--- src/rtl/cache_control_if.sv ---
// CPU-side and arbiter-side request/response handshake of the L1 cache controller.
// Both sides use level requests held stable until the matching one-cycle response.
interface cache_control_if;
  logic mem_read;
  logic mem_write;
  logic mem_resp;
  logic arb_mem_read;
  logic arb_mem_write;
  logic arb_mem_resp;

  // Controller side: serves the CPU request and issues line transfers to the arbiter.
  modport slave (
    input  mem_read, mem_write, arb_mem_resp,
    output mem_resp, arb_mem_read, arb_mem_write
  );

  // Environment side: CPU plus arbiter.
  modport master (
    output mem_read, mem_write, arb_mem_resp,
    input  mem_resp, arb_mem_read, arb_mem_write
  );
endinterface

--- src/rtl/cache_control.sv ---
// Sequencing FSM for a 2-way set-associative write-back/write-allocate L1 cache datapath,
// with saturating access/miss/writeback counters.
module cache_control #(
  parameter int CNT_WIDTH = 16
) (
  input  logic                 clk,
  input  logic                 rst,
  cache_control_if.slave       bus,
  input  logic                 hit,
  input  logic                 comp0_out,
  input  logic                 comp1_out,
  input  logic                 vba0_out,
  input  logic                 vba1_out,
  input  logic                 dba0_out,
  input  logic                 dba1_out,
  input  logic                 lru_out,
  input  logic                 clr_counters,
  output logic                 va0_w,
  output logic                 va1_w,
  output logic                 ta0_w,
  output logic                 ta1_w,
  output logic                 da0_w,
  output logic                 da1_w,
  output logic                 dba0_w,
  output logic                 dba1_w,
  output logic                 la_w,
  output logic                 lru_in,
  output logic                 dba_in,
  output logic                 datamux_sel,
  output logic                 dawmux_sel,
  output logic [1:0]           addrmux_sel,
  output logic [CNT_WIDTH-1:0] access_count,
  output logic [CNT_WIDTH-1:0] miss_count,
  output logic [CNT_WIDTH-1:0] wb_count,
  output logic [1:0]           state_dbg
);

  typedef enum logic [1:0] {
    IDLE      = 2'd0,
    WRITEBACK = 2'd1,
    FILL      = 2'd2
  } state_t;

  state_t state, state_next;
  logic   victim, victim_next;
  logic   inc_access, inc_miss, inc_wb;

  logic req, is_write, whit0, whit1, req_hit;
  logic miss_victim, victim_dirty;

  assign req      = bus.mem_read | bus.mem_write;
  assign is_write = bus.mem_write;
  assign whit0    = vba0_out & comp0_out;
  assign whit1    = vba1_out & comp1_out;
  assign req_hit  = req & hit & (whit0 | whit1);

  // Prefer an invalid way; only fall back to LRU when both ways hold data.
  assign miss_victim  = !vba0_out ? 1'b0 : (!vba1_out ? 1'b1 : lru_out);
  assign victim_dirty = miss_victim ? (vba1_out & dba1_out) : (vba0_out & dba0_out);

  assign state_dbg = state;

  always_ff @(posedge clk or posedge rst) begin
    if (rst) begin
      state  <= IDLE;
      victim <= 1'b0;
    end else begin
      state  <= state_next;
      victim <= victim_next;
    end
  end

  always_comb begin
    state_next  = state;
    victim_next = victim;
    inc_access  = 1'b0;
    inc_miss    = 1'b0;
    inc_wb      = 1'b0;
    case (state)
      IDLE: begin
        if (req_hit) begin
          inc_access = 1'b1;
        end else if (req) begin
          victim_next = miss_victim;
          inc_miss    = 1'b1;
          state_next  = victim_dirty ? WRITEBACK : FILL;
        end
      end
      WRITEBACK: begin
        if (bus.arb_mem_resp) begin
          state_next = FILL;
          inc_wb     = 1'b1;
        end
      end
      FILL: begin
        if (bus.arb_mem_resp) state_next = IDLE;
      end
      default: state_next = IDLE;
    endcase
  end

  // Outputs are forced low while rst is high so an aborted transfer drops immediately.
  always_comb begin
    va0_w         = 1'b0;
    va1_w         = 1'b0;
    ta0_w         = 1'b0;
    ta1_w         = 1'b0;
    da0_w         = 1'b0;
    da1_w         = 1'b0;
    dba0_w        = 1'b0;
    dba1_w        = 1'b0;
    la_w          = 1'b0;
    lru_in        = 1'b0;
    dba_in        = 1'b0;
    datamux_sel   = 1'b0;
    dawmux_sel    = 1'b0;
    addrmux_sel   = 2'd0;
    bus.mem_resp      = 1'b0;
    bus.arb_mem_read  = 1'b0;
    bus.arb_mem_write = 1'b0;
    if (!rst) begin
      case (state)
        IDLE: begin
          if (req_hit) begin
            bus.mem_resp = 1'b1;
            datamux_sel  = whit1;
            la_w         = 1'b1;
            lru_in       = ~whit1;
            if (is_write) begin
              dawmux_sel = 1'b0;
              da0_w      = ~whit1;
              da1_w      = whit1;
              dba0_w     = ~whit1;
              dba1_w     = whit1;
              dba_in     = 1'b1;
            end
          end
        end
        WRITEBACK: begin
          bus.arb_mem_write = 1'b1;
          datamux_sel       = victim;
          addrmux_sel       = victim ? 2'd2 : 2'd1;
        end
        FILL: begin
          bus.arb_mem_read = 1'b1;
          dawmux_sel       = 1'b1;
          if (bus.arb_mem_resp) begin
            da0_w  = ~victim;
            da1_w  = victim;
            ta0_w  = ~victim;
            ta1_w  = victim;
            va0_w  = ~victim;
            va1_w  = victim;
            dba0_w = ~victim;
            dba1_w = victim;
            dba_in = 1'b0;
          end
        end
        default: ;
      endcase
    end
  end

  // Clear wins over a same-cycle increment; counts stick at all-ones.
  always_ff @(posedge clk or posedge rst) begin
    if (rst) begin
      access_count <= '0;
      miss_count   <= '0;
      wb_count     <= '0;
    end else if (clr_counters) begin
      access_count <= '0;
      miss_count   <= '0;
      wb_count     <= '0;
    end else begin
      if (inc_access && (access_count != '1)) access_count <= access_count + CNT_WIDTH'(1);
      if (inc_miss && (miss_count != '1))     miss_count   <= miss_count + CNT_WIDTH'(1);
      if (inc_wb && (wb_count != '1))         wb_count     <= wb_count + CNT_WIDTH'(1);
    end
  end

endmodule

--- src/flat_wrapper.sv ---
// flat-port wrapper written by rule: the top's interface ports become plain ports
module cache_control_flat 
#(
  parameter int CNT_WIDTH = 16
)
  (clk, rst, hit, comp0_out, comp1_out, vba0_out, vba1_out, dba0_out, dba1_out, lru_out, clr_counters, va0_w, va1_w, ta0_w, ta1_w, da0_w, da1_w, dba0_w, dba1_w, la_w, lru_in, dba_in, datamux_sel, dawmux_sel, addrmux_sel, access_count, miss_count, wb_count, state_dbg, bus_mem_read, bus_mem_write, bus_arb_mem_resp, bus_mem_resp, bus_arb_mem_read, bus_arb_mem_write);
  cache_control_if bus_i ();
  input  logic clk;
  input  logic rst;
  input  logic hit;
  input  logic comp0_out;
  input  logic comp1_out;
  input  logic vba0_out;
  input  logic vba1_out;
  input  logic dba0_out;
  input  logic dba1_out;
  input  logic lru_out;
  input  logic clr_counters;
  output logic va0_w;
  output logic va1_w;
  output logic ta0_w;
  output logic ta1_w;
  output logic da0_w;
  output logic da1_w;
  output logic dba0_w;
  output logic dba1_w;
  output logic la_w;
  output logic lru_in;
  output logic dba_in;
  output logic datamux_sel;
  output logic dawmux_sel;
  output logic [1:0] addrmux_sel;
  output logic [CNT_WIDTH-1:0] access_count;
  output logic [CNT_WIDTH-1:0] miss_count;
  output logic [CNT_WIDTH-1:0] wb_count;
  output logic [1:0] state_dbg;
  input wire logic [$bits(bus_i.mem_read)-1:0] bus_mem_read;
  input wire logic [$bits(bus_i.mem_write)-1:0] bus_mem_write;
  input wire logic [$bits(bus_i.arb_mem_resp)-1:0] bus_arb_mem_resp;
  output wire logic [$bits(bus_i.mem_resp)-1:0] bus_mem_resp;
  output wire logic [$bits(bus_i.arb_mem_read)-1:0] bus_arb_mem_read;
  output wire logic [$bits(bus_i.arb_mem_write)-1:0] bus_arb_mem_write;
  assign bus_i.mem_read = bus_mem_read;
  assign bus_i.mem_write = bus_mem_write;
  assign bus_i.arb_mem_resp = bus_arb_mem_resp;
  assign bus_mem_resp = bus_i.mem_resp;
  assign bus_arb_mem_read = bus_i.arb_mem_read;
  assign bus_arb_mem_write = bus_i.arb_mem_write;
  cache_control #(.CNT_WIDTH(CNT_WIDTH)) u_core (.clk(clk), .rst(rst), .bus(bus_i), .hit(hit), .comp0_out(comp0_out), .comp1_out(comp1_out), .vba0_out(vba0_out), .vba1_out(vba1_out), .dba0_out(dba0_out), .dba1_out(dba1_out), .lru_out(lru_out), .clr_counters(clr_counters), .va0_w(va0_w), .va1_w(va1_w), .ta0_w(ta0_w), .ta1_w(ta1_w), .da0_w(da0_w), .da1_w(da1_w), .dba0_w(dba0_w), .dba1_w(dba1_w), .la_w(la_w), .lru_in(lru_in), .dba_in(dba_in), .datamux_sel(datamux_sel), .dawmux_sel(dawmux_sel), .addrmux_sel(addrmux_sel), .access_count(access_count), .miss_count(miss_count), .wb_count(wb_count), .state_dbg(state_dbg));
endmodule
--- config.mk ---
export PLATFORM = sky130hd
export DESIGN_NAME = cache_control_flat
export DESIGN_NICKNAME = d
export VERILOG_FILES = /design/src/rtl/cache_control_if.sv /design/src/rtl/cache_control.sv /design/src/flat_wrapper.sv
export SDC_FILE = /design/constraint.sdc
export NUM_CORES = 1
export LEC_CHECK = 0
export CAP_MARGIN = 30
export CORE_MARGIN = 1
export CORE_UTILIZATION = 50
export CTS_BUF_LIST = sky130_fd_sc_hd__clkbuf_2 sky130_fd_sc_hd__clkbuf_4 sky130_fd_sc_hd__clkbuf_8
export DETAILED_ROUTE_END_ITERATION = 8
export PLACE_DENSITY = 0.92
export SYNTH_ARGS = -nofsm -noshare
export SYNTH_HDL_FRONTEND = slang
export SYNTH_SLANG_ARGS = --single-unit
--- constraint.sdc ---
create_clock -name clk -period 2.9 [get_ports clk]
set_input_delay 0.58 -clock clk [delete_from_list [all_inputs] [get_ports clk]]
set_output_delay 0.58 -clock clk [all_outputs]
set_load 0.02 [all_outputs]
==> results of run 1 <==
-- through the flow --
| stage | util (%) | power (mW) | setup TNS, ps | instance area (sq um) |
|---|---|---|---|---|
| 2_1_floorplan | - | 1.052 | 0 | 2959 |
| 3_3_place_gp | 69.70 | 1.215 | -273.2 | 3909 |
| 3_5_place_dp | 69.70 | 1.233 | -768.3 | 3909 |
| 4_1_cts | 70.95 | 1.615 | 0 | 3979 |
| 5_1_grt | 71.04 | 1.681 | 0 | 3984 |
| 6_report | 71.04 | 1.602 | 0 | 3984 |
-- logic make-up (layout without fill, tap and decap cells) --
kind of cell	Yosys count	count (layout)	share of synthesized area, %
mux	5	5	1.818
simple gates	173	173	30.57
fa+ha+maj	3	3	1.269
buf+inv	28	115	4.989
flops	51	51	43.13
xor+xnor	35	35	10.36
compound gates	36	36	7.865
-- flip-flops by register name (all words and copies together) (netlist names) --
name / flops
u_core.state_dbg: 2
u_core.victim: 1
u_core.miss_count: 16
u_core.access_count: 16
u_core.wb_count: 16
-- power by group --
part / switching (mW) / internal (mW)
clock: 0.216 / 0.171
sequential: 0.0386 / 0.738
combinational: 0.243 / 0.195
total: 0.498 / 1.10
-- area by class of cell --
cell class,count,area (sq um),area share (%)
repair buffers,102,977.2,24.53
inverters,7,26.28,0.6595
clock buffers,6,76.32,1.916
multi-input cells,252,1538,38.60
well taps,72,90.09,2.261
flip-flops and latches,51,1276,32.04
-- Yosys cell counts, drive strengths merged (7+ instances only) --
library cell / number
a21oi: 9
buf: 12
clkbuf: 9
dfrtp: 51
inv: 7
nand2: 22
nand3: 18
nand4: 14
nor2: 54
nor3: 14
nor4: 19
o21ai: 10
xnor2: 35
-- routing by layer --
metal	GRT usage, %	vias up
met2	45.65	106
li1	-	1341
met5	0	-
met4	6.545	0
met3	4.368	9
met1	32.21	1398
-- timing repair --
action,in CTS,in global routing
cloned,0,0
hold buffers,0,0
endpoints found under the setup margin,7,4
gates resized for setup,8,6
-- worst paths after layout --
kind,end,slack [ps],depth (start not counted)
setup reg to reg,u_core.miss_count[15],630,7
setup / recovery,dba0_w,140,6
min in group asynchronous,u_core.access_count[4],830,3
hold / removal,u_core.wb_count[5],590,2
hold reg to reg,u_core.wb_count[5],590,2
max in group asynchronous,u_core.wb_count[9],1530,4
-- tightest hold or removal path, stage by stage (launching register included) --
cell	delay, ps
sky130_fd_sc_hd__dfrtp_1	390
sky130_fd_sc_hd__xnor2_1	130
sky130_fd_sc_hd__nor2_1	40
==> metrics.log, run 1 <==
[metrics] number of standard cells after synthesis: 331
[metrics] number of H-tree levels: 2
[metrics] fin crit period: 2756 ps
[metrics] most frequent cells in the layout: sky130_fd_sc_hd__clkdlybuf4s50_1 (72), sky130_fd_sc_hd__nor2_1 (53), sky130_fd_sc_hd__dfrtp_1 (51), sky130_fd_sc_hd__xnor2_1 (35), sky130_fd_sc_hd__nand2_1 (22)
[metrics] Setup Slack @ Placement: -178.7 ps
[metrics] clock buffer count from CTS: 5
[metrics] Critical Path, Cell by Cell: clkdlybuf4s50_1, a22o_1, nand3_1, o22a_1, nor3_1, dlygate4sd1_1
[metrics] distinct cell type count of the synthesized netlist: 44
[metrics] Clock Skew: between 10 and 15 ps
[metrics] number of standard cells in the layout, taps in and fillers out: 490
[metrics] peak per-stage delay on the critical path: 500 ps
[metrics] Final HPWL DP: 5.623 mm
[metrics] Overflow after GRT: 0
[metrics] Top Ports: 82
[metrics] share of final-layout standard cells stronger than drive strength 1: 9.330%
[metrics] signal arrival time at the worst endpoint: ~2200 ps
[metrics] outcome: completed
[metrics] Detail Route Antenna Nets: 0
[metrics] met3 routed wirelength: 460 um
[metrics] clock sink total: 51
[metrics] critical register-to-register path startpoint: u_core.miss_count[0]
[metrics] nets: about 440
[metrics] number of enable flip-flop cells after synthesis: 0
[metrics] CP Buf/Inv Count: 2
[metrics] top cells by area, synth: sky130_fd_sc_hd__dfrtp_1 (43%), sky130_fd_sc_hd__xnor2_1 (10%), sky130_fd_sc_hd__nor2_1 (6.8%)
[metrics] Cells after DPL: 484
[metrics] drt first-iter violations: 205
[metrics] met2 WL: ~4 mm
[metrics] Final Hold Slack: 589.3 ps
[metrics] max_slew headroom: a little over three fifths
[metrics] total count of hold-check failures in the final report: 0
[metrics] post-synth top area cell: sky130_fd_sc_hd__dfrtp_1
[metrics] async set-or-reset flop fraction in the synthesized netlist: 100.0%
[metrics] worst hold path type: reg2reg
[metrics] Vert. Die Dim: 78.93 um
[metrics] fraction of the cycle the final worst path needs: 95.03%
[metrics] number of antenna violations at the first check in global routing: 0
[metrics] highest metal used: met4
[metrics] die area: approximately 6200 sq um
[metrics] endpoint type of the worst setup path: output pin
[metrics] data required time at the worst endpoint: around 2300 ps
[metrics] cell leakage power: 1.535 nW
[metrics] slowest library cell on the worst path: sky130_fd_sc_hd__clkdlybuf4s50_1
[metrics] family of cells with the greatest summed delay on the critical path: buffers and inverters
[metrics] clock slew at reported path FFs: 80 ps
[metrics] pin count of the biggest net entering global routing: 27
[metrics] area of the mapped netlist: a little under 3000 sq um
[metrics] Yosys Warn Count: 0
[metrics] total power density per cell area: around 400 nW/um^2
[metrics] via count of the first global-routing pass: 2,754
[metrics] critical path startpoint: vba0_out
[metrics] startpoint kind of the worst setup timing path: input port
[metrics] Routed WL: 7.623 mm
[metrics] Synth Flop Type: sky130_fd_sc_hd__dfrtp_1
[metrics] hold path startpoint: u_core.wb_count[5]
[metrics] DR WL/cell: between 15 and 20 um
[metrics] insertion delay to the later sink of the worst-skew pair: about 300 ps
[metrics] register area share after synthesis: 43.13%
[metrics] maximum fanout encountered on the critical timing path: 3
[metrics] number of max-cap violations: 0
[metrics] core region area: between 5000 and 6000 sq um
[metrics] total via count in the routed design: about 2,900
[metrics] DRC violation count after routing: 0
[metrics] Area growth syn-to-layout: 34.63%
[metrics] post-CTS setup buffer count: 0
[metrics] register bit count reported by yosys: 51
[metrics] antenna cells: 0
[metrics] Clk Tree Root Cell: sky130_fd_sc_hd__clkbuf_8
[metrics] share of the synthesized area in the top cell type: 43.13%
[metrics] final max-slew violation count: 0
[metrics] smallest setup slack after layout: between 100 and 150 ps
[metrics] Site Rows: 27
[metrics] first-pass GRT wire length: between 10 and 15 mm
[metrics] Max VDD drop: 243.4 uV
[metrics] highest clock frequency the design can meet: 362.9 MHz
[metrics] largest buffer count on any clock path: 2
[metrics] slew at the pin closest to its max-slew limit: 557.2 ps
[metrics] TritonCTS clock tree: built
[metrics] total iterations of the first detailed-routing run: 4
[metrics] count of port buffers added during placement: 81
[metrics] most common cell after layout, fill and taps aside: sky130_fd_sc_hd__clkdlybuf4s50_1
[metrics] width of the die: 78.93 um
[metrics] initial standard-cell utilization of the core: 52.77%
[metrics] endpoints failing setup: 0
[metrics] count of fill cells added during filler insertion: roughly 440
[metrics] Post-Synthesis Net Count: 348
[metrics] post-synthesis average cell area: 8.940 sq um
[metrics] GP Congestion: just under 0.9
[metrics] unrepaired setup endpoints after global routing: false
[metrics] overall track demand over capacity in global routing: 25.63%
[metrics] detailed-routing wirelength on met1: 3.210 mm
[metrics] detail-routed via count per cell: 5.824
[metrics] Worst Path Class, Setup: in2out
No activity file was read; power rests on OpenSTA's default activity.
==> run 2, diff against run 1 <==
- CORE_UTILIZATION: 50 -> 45
- CTS_CLUSTER_SIZE: not set -> 10
- GPL_ROUTABILITY_DRIVEN: not set -> 0
- PLACE_DENSITY: 0.92 -> 0.85
==> run 2 against run 1 <==
Global-route usage shrank 3.5 points. Non-clock buffer count decreased by 1. Worst hold slack got worse by 7.9 ps. Sequential share of layout area is 0.13 points lower. Sequential power is essentially flat. First-iteration DRC count is 17% lower. Power is 1.1% higher. Critical endpoint is now bus_mem_resp. Largest cell class unchanged. Largest power group unchanged.
==> metrics.log, run 2 (synthesized netlist as in run 1, its figures left out) <==
[metrics] data required time at the worst endpoint: 2320 ps
[metrics] most frequent cells in the layout: sky130_fd_sc_hd__clkdlybuf4s50_1 (74), sky130_fd_sc_hd__nor2_1 (53), sky130_fd_sc_hd__dfrtp_1 (51), sky130_fd_sc_hd__xnor2_1 (35), sky130_fd_sc_hd__nand2_1 (22)
[metrics] Worst Path Class, Setup: in2out
[metrics] die area: 6904 sq um
[metrics] nets: 435
[metrics] Clock Skew: about 7.5 ps
[metrics] post-layout util: 63.00%
[metrics] TritonCTS clock tree: built
[metrics] final max-slew violation count: 0
[metrics] worst reg2reg endpoint: u_core.miss_count[15]
[metrics] Area growth syn-to-layout: 35.18%
[metrics] fin crit period: 2811 ps
[metrics] Site Rows: 29
[metrics] Clk Tree Root Cell: sky130_fd_sc_hd__clkbuf_8
[metrics] initial standard-cell utilization of the core: 46.60%
[metrics] Worst Hold End: u_core.wb_count[5]
[metrics] total count of hold-check failures in the final report: 0
[metrics] Setup Slack @ Placement: -148.4 ps
[metrics] smallest setup slack after layout: 88.73 ps
[metrics] cell leakage power: 1.494 nW
[metrics] signal arrival time at the worst endpoint: roughly 2200 ps
[metrics] unrepaired setup endpoints after global routing: false
[metrics] count of port buffers added during placement: 81
[metrics] slew at the pin closest to its max-slew limit: 710.1 ps
[metrics] largest buffer count on any clock path: 2
[metrics] number of cells on the worst reg-to-reg path: 7
[metrics] Hold Path Depth: 2
[metrics] clock slew at reported path FFs: 100 ps
[metrics] clock sink total: 51
[metrics] detail-routed via count per cell: 5.619
[metrics] hold path startpoint: u_core.wb_count[5]
[metrics] max_slew headroom: 52.23%
[metrics] total iterations of the first detailed-routing run: 4
[metrics] drt first-iter violations: 170
[metrics] fraction of the cycle the final worst path needs: a little over nine tenths
[metrics] Top Ports: 82
[metrics] Critical Path, Cell by Cell: clkdlybuf4s50_1, a22o_1, nand4b_1, nor2_2, clkdlybuf4s50_1
[metrics] number of antenna violations at the first check in global routing: 0
[metrics] width of the die: 83.09 um
[metrics] slowest library cell on the worst path: sky130_fd_sc_hd__clkdlybuf4s50_1
[metrics] Final Hold Slack: 581.4 ps
[metrics] total via count in the routed design: 2,787
[metrics] maximum fanout encountered on the critical timing path: 4
[metrics] hold bufs inserted after CTS: 0
[metrics] DRC violation count after routing: 0
[metrics] DR WL/cell: 14.91 um
[metrics] core region area: 6350 sq um
[metrics] Detail Route Antenna Nets: 0
[metrics] Final HPWL DP: 5.550 mm
[metrics] total power density per cell area: 404.8 nW/um^2
[metrics] clock buffer count from CTS: 5
[metrics] Overflow after GRT: 0
[metrics] most common cell after layout, fill and taps aside: sky130_fd_sc_hd__clkdlybuf4s50_1
[metrics] library cell appearing most often on the critical path: sky130_fd_sc_hd__clkdlybuf4s50_1
[metrics] Routed WL: 7.397 mm
[metrics] worst hold path type: reg2reg
[metrics] overall track demand over capacity in global routing: 22.18%
[metrics] critical register-to-register path startpoint: u_core.miss_count[0]
[metrics] setup slack on the worst flop-to-flop path: 720 ps
[metrics] largest registers in the final layout: u_core.access_count: 16 flops, u_core.miss_count: 16 flops, u_core.wb_count: 16 flops
[metrics] Max VDD drop: 235.3 uV
[metrics] highest clock frequency the design can meet: 355.7 MHz
[metrics] endpoints failing setup: 0
[metrics] antenna cells: 0
[metrics] number of max-cap violations: 0
[metrics] endpoint type of the worst setup path: output pin
[metrics] Vert. Die Dim: 83.09 um
[metrics] peak per-stage delay on the critical path: 630 ps
[metrics] via count of the first global-routing pass: roughly 2,700
[metrics] pin count of the biggest net entering global routing: 31
[metrics] insertion delay to the later sink of the worst-skew pair: about 300 ps
[metrics] number of H-tree levels: 2
[metrics] share of final-layout standard cells stronger than drive strength 1: ~10%
[metrics] startpoint kind of the worst setup timing path: input port
[metrics] post-CTS setup buffer count: 0
[metrics] outcome: completed
[metrics] first-pass GRT wire length: 12.67 mm
run 2: changes by cell type in the layout (fill, tap and decap cells not counted), sizes merged, moves of 2 or more:
cell           before  now
dlymetal6s2s        2    0
clkdlybuf4s50      72   74
dlygate4sd2         5    7
clkinvlp            0    2
dlygate4sd1         2    0
run 2: layer usage:
metal / share of wire [%] / track usage [%] / vias to the layer above / wire length, um
met3: 4.7 / 3.380 / 12 / 351
met5: 0 / 0 / - / 0
met4: 1.6 / 8.150 / 0 / 119
met1: 44 / 28.14 / 1333 / 3224
li1: - / - / 1346 / -
met2: 50 / 38.30 / 96 / 3701
run 2: final cells by class:
type	instances	area [sq um]
Fill cell	523	2350
Multi-Input combinational cell	252	1544
Sequential cell	51	1276
Timing Repair Buffer	101	964.7
Tap cell	77	96.34
Clock buffer	5	68.82
Inverter	7	26.28
Clock inverter	3	23.77
run 2: critical path, delay by kind of cell:
kind,cells,cell delay (ps)
AOI/OAI and AO/OA,1,200
buffers and inverters,2,1120
and+or+nand+nor,2,340
run 2: worst max-delay path by stage:
stage	from	to	slack (ps)
3_5_place_dp	vba1_out	dba0_w	-150
2_1_floorplan	rst	va0_w	230
3_3_place_gp	vba1_out	dba0_w	-90
4_1_cts	vba1_out	bus_mem_resp	90
5_1_grt	rst	va0_w	10
6_report	vba1_out	bus_mem_resp	90
run 2: where the power goes:
part / internal [mW] / switching, mW / total, mW
Clock: 0.173 / 0.245 / 0.418
Combinational: 0.192 / 0.234 / 0.426
Sequential: 0.738 / 0.0379 / 0.776
run 2: timing repair:
action	4_1_cts	5_1_grt
setup endpoints to repair	7	0
gates resized for setup	8	0
endpoints found under the hold margin	0	0
run 2: stage by stage:
stage / instances / TNS [ps] / power (mW) / instance area (sq um)
2_1_floorplan: 331 / 0 / 1.052 / 2959
6_report: 496 / 0 / 1.619 / 4000
3_5_place_dp: 488 / -584.7 / 1.220 / 3914
3_3_place_gp: 488 / -177.3 / 1.208 / 3914
4_1_cts: 496 / 0 / 1.632 / 4000
5_1_grt: 496 / 0 / 1.702 / 4000
==> run 3, diff against run 2 <==
- PLACE_DENSITY: 0.85 -> 0.76
==> run 3 against run 2 <==
Critical endpoint is now dba0_w. Clock skew grew 3.3 ps. Largest cell class unchanged. Routed wire length shrank 2.3%. Clock power shrank 2%. Design area is the same. Setup slack gained 87 ps. Fmax grew 3.2%. Sequential cell count is the same. Critical path depth grew 1.
==> metrics.log, run 3 (synthesized netlist as in run 1, its figures left out) <==
[metrics] Routed WL: 7.224 mm
[metrics] cell leakage power: 1.540 nW
[metrics] insertion delay to the later sink of the worst-skew pair: 300 ps
[metrics] largest registers in the final layout: u_core.access_count: 16 flops, u_core.miss_count: 16 flops, u_core.wb_count: 16 flops
[metrics] slew at the pin closest to its max-slew limit: roughly 770 ps
[metrics] drt first-iter violations: 133
[metrics] total via count in the routed design: 2,745
[metrics] clock buffer count from CTS: 5
[metrics] unrepaired setup endpoints after global routing: false
[metrics] hold path startpoint: u_core.wb_count[5]
[metrics] overall track demand over capacity in global routing: between 20% and 30%
[metrics] clock sink total: 51
[metrics] number of antenna violations at the first check in global routing: 0
[metrics] Max VDD drop: approximately 250 uV
[metrics] nets: around 440
[metrics] Cells after DPL: 488
[metrics] placed instance area: 3908 sq um
[metrics] die area: 6904 sq um
[metrics] Worst Path Class, Setup: in2out
[metrics] Area growth syn-to-layout: 35.18%
[metrics] setup slack on the worst flop-to-flop path: 690 ps
[metrics] Detail Route Antenna Nets: 0
[metrics] critical register-to-register path startpoint: u_core.miss_count[0]
[metrics] outcome: completed
[metrics] Clk Tree Root Cell: sky130_fd_sc_hd__clkbuf_8
[metrics] pin count of the biggest net entering global routing: 32
[metrics] DRC violation count after routing: 0
[metrics] Top Ports: 82
[metrics] count of port buffers added during placement: 81
[metrics] core region area: between 6000 and 7000 sq um
[metrics] total iterations of the first detailed-routing run: 4
[metrics] largest buffer count on any clock path: 2
[metrics] antenna cells: 0
[metrics] detail-routed via count per cell: roughly 5.5
[metrics] maximum fanout encountered on the critical timing path: 4
[metrics] Clock Skew: 10.82 ps
[metrics] width of the die: 83.09 um
[metrics] final max-slew violation count: 0
[metrics] Final Hold Slack: 584.8 ps
[metrics] post-CTS setup buffer count: 0
[metrics] highest clock frequency the design can meet: 367.1 MHz
[metrics] Overflow after GRT: 0
[metrics] fraction of the cycle the final worst path needs: between 90% and 100%
[metrics] max_slew headroom: 48.12%
[metrics] first-pass GRT wire length: 12.53 mm
[metrics] endpoints failing setup: 0
[metrics] Vert. Die Dim: 83.09 um
[metrics] share of final-layout standard cells stronger than drive strength 1: 9.785%
[metrics] total count of hold-check failures in the final report: 0
[metrics] most common cell after layout, fill and taps aside: sky130_fd_sc_hd__clkdlybuf4s50_1
[metrics] number of cells on the worst reg-to-reg path: 7
[metrics] fin crit period: 2724 ps
[metrics] Final HPWL DP: ~5.3 mm
[metrics] post-route standard cell area excluding fillers: 4000 sq um
[metrics] number of standard cells in the layout, taps in and fillers out: ~500
[metrics] Site Rows: 29
[metrics] worst reg2reg endpoint: u_core.miss_count[15]
[metrics] startpoint kind of the worst setup timing path: input port
[metrics] worst hold path type: reg2reg
[metrics] number of max-cap violations: 0
[metrics] Hold Path Depth: 2
[metrics] via count of the first global-routing pass: 2,683
[metrics] DR WL/cell: 14.56 um
[metrics] hold bufs inserted after CTS: 0
[metrics] most frequent cells in the layout: sky130_fd_sc_hd__clkdlybuf4s50_1 (72), sky130_fd_sc_hd__nor2_1 (53), sky130_fd_sc_hd__dfrtp_1 (51), sky130_fd_sc_hd__xnor2_1 (35), sky130_fd_sc_hd__nand2_1 (22)
[metrics] clock slew at reported path FFs: 80 ps
[metrics] endpoint type of the worst setup path: output pin
[metrics] signal arrival time at the worst endpoint: 2140 ps
[metrics] number of H-tree levels: 2
[metrics] smallest setup slack after layout: 175.7 ps
[metrics] TritonCTS clock tree: built
[metrics] initial standard-cell utilization of the core: a little under half
[metrics] Setup Slack @ Placement: -128.0 ps
[metrics] Worst Hold End: u_core.wb_count[5]
[metrics] data required time at the worst endpoint: 2320 ps
[metrics] total power density per cell area: 402.1 nW/um^2
## run 3: repair_timing
item                       4_1_cts  5_1_grt
setup endpoints to repair        9        3
gates resized for setup          8        3
gates cloned                     0        0
## run 3: per-stage QoR
stage | power, mW | util (%) | TNS (ps)
after floorplan | 1.052 | - | 0
after global placement | 1.212 | 61.54 | -217.1
after detailed placement | 1.218 | 61.54 | -733.9
after CTS | 1.627 | 62.84 | 0
after global routing | 1.698 | 63.00 | 0
final | 1.609 | 63.00 | 0
## run 3: how the worst max path moves through the flow
stage,to,cells after the start,slack (ps),startpoint
6_report,dba0_w,6,180,vba1_out
5_1_grt,dba0_w,6,60,vba1_out
4_1_cts,la_w,5,30,vba1_out
3_5_place_dp,da1_w,5,-130,vba1_out
3_3_place_gp,dba0_w,6,-70,vba1_out
2_1_floorplan,va0_w,5,230,rst
## run 3: worst max-delay path: stages
cell	delay, ps
sky130_fd_sc_hd__clkdlybuf4s50_1	530
sky130_fd_sc_hd__a22o_1	210
sky130_fd_sc_hd__nand3_1	90
sky130_fd_sc_hd__o22a_1	200
sky130_fd_sc_hd__nor3_1	170
sky130_fd_sc_hd__dlygate4sd2_1	360
## run 3: final cells by class
cell class	instances	area, sq um
Fill cell	551	2350
Multi-Input combinational cell	252	1543
Sequential cell	51	1276
Timing Repair Buffer	101	969.7
Tap cell	77	96.34
Clock buffer	7	83.83
Inverter	7	26.28
Clock inverter	1	5.005
## run 3: report_power, final
part | leakage, nW | total (mW) | internal [mW] | switching [mW]
clock network | 0.0491 | 0.411 | 0.189 | 0.222
registers | 0.708 | 0.775 | 0.738 | 0.0370
logic | 0.783 | 0.423 | 0.192 | 0.231
## run 3: layer usage
| metal | vias up | global-route usage [%] | part of all wire, % |
|---|---|---|---|
| met5 | - | 0 | 0 |
| met4 | 0 | 6.740 | 0.84 |
| met3 | 6 | 4.175 | 5.1 |
| met2 | 76 | 35.92 | 48 |
| met1 | 1318 | 29.18 | 47 |
| li1 | 1345 | - | - |
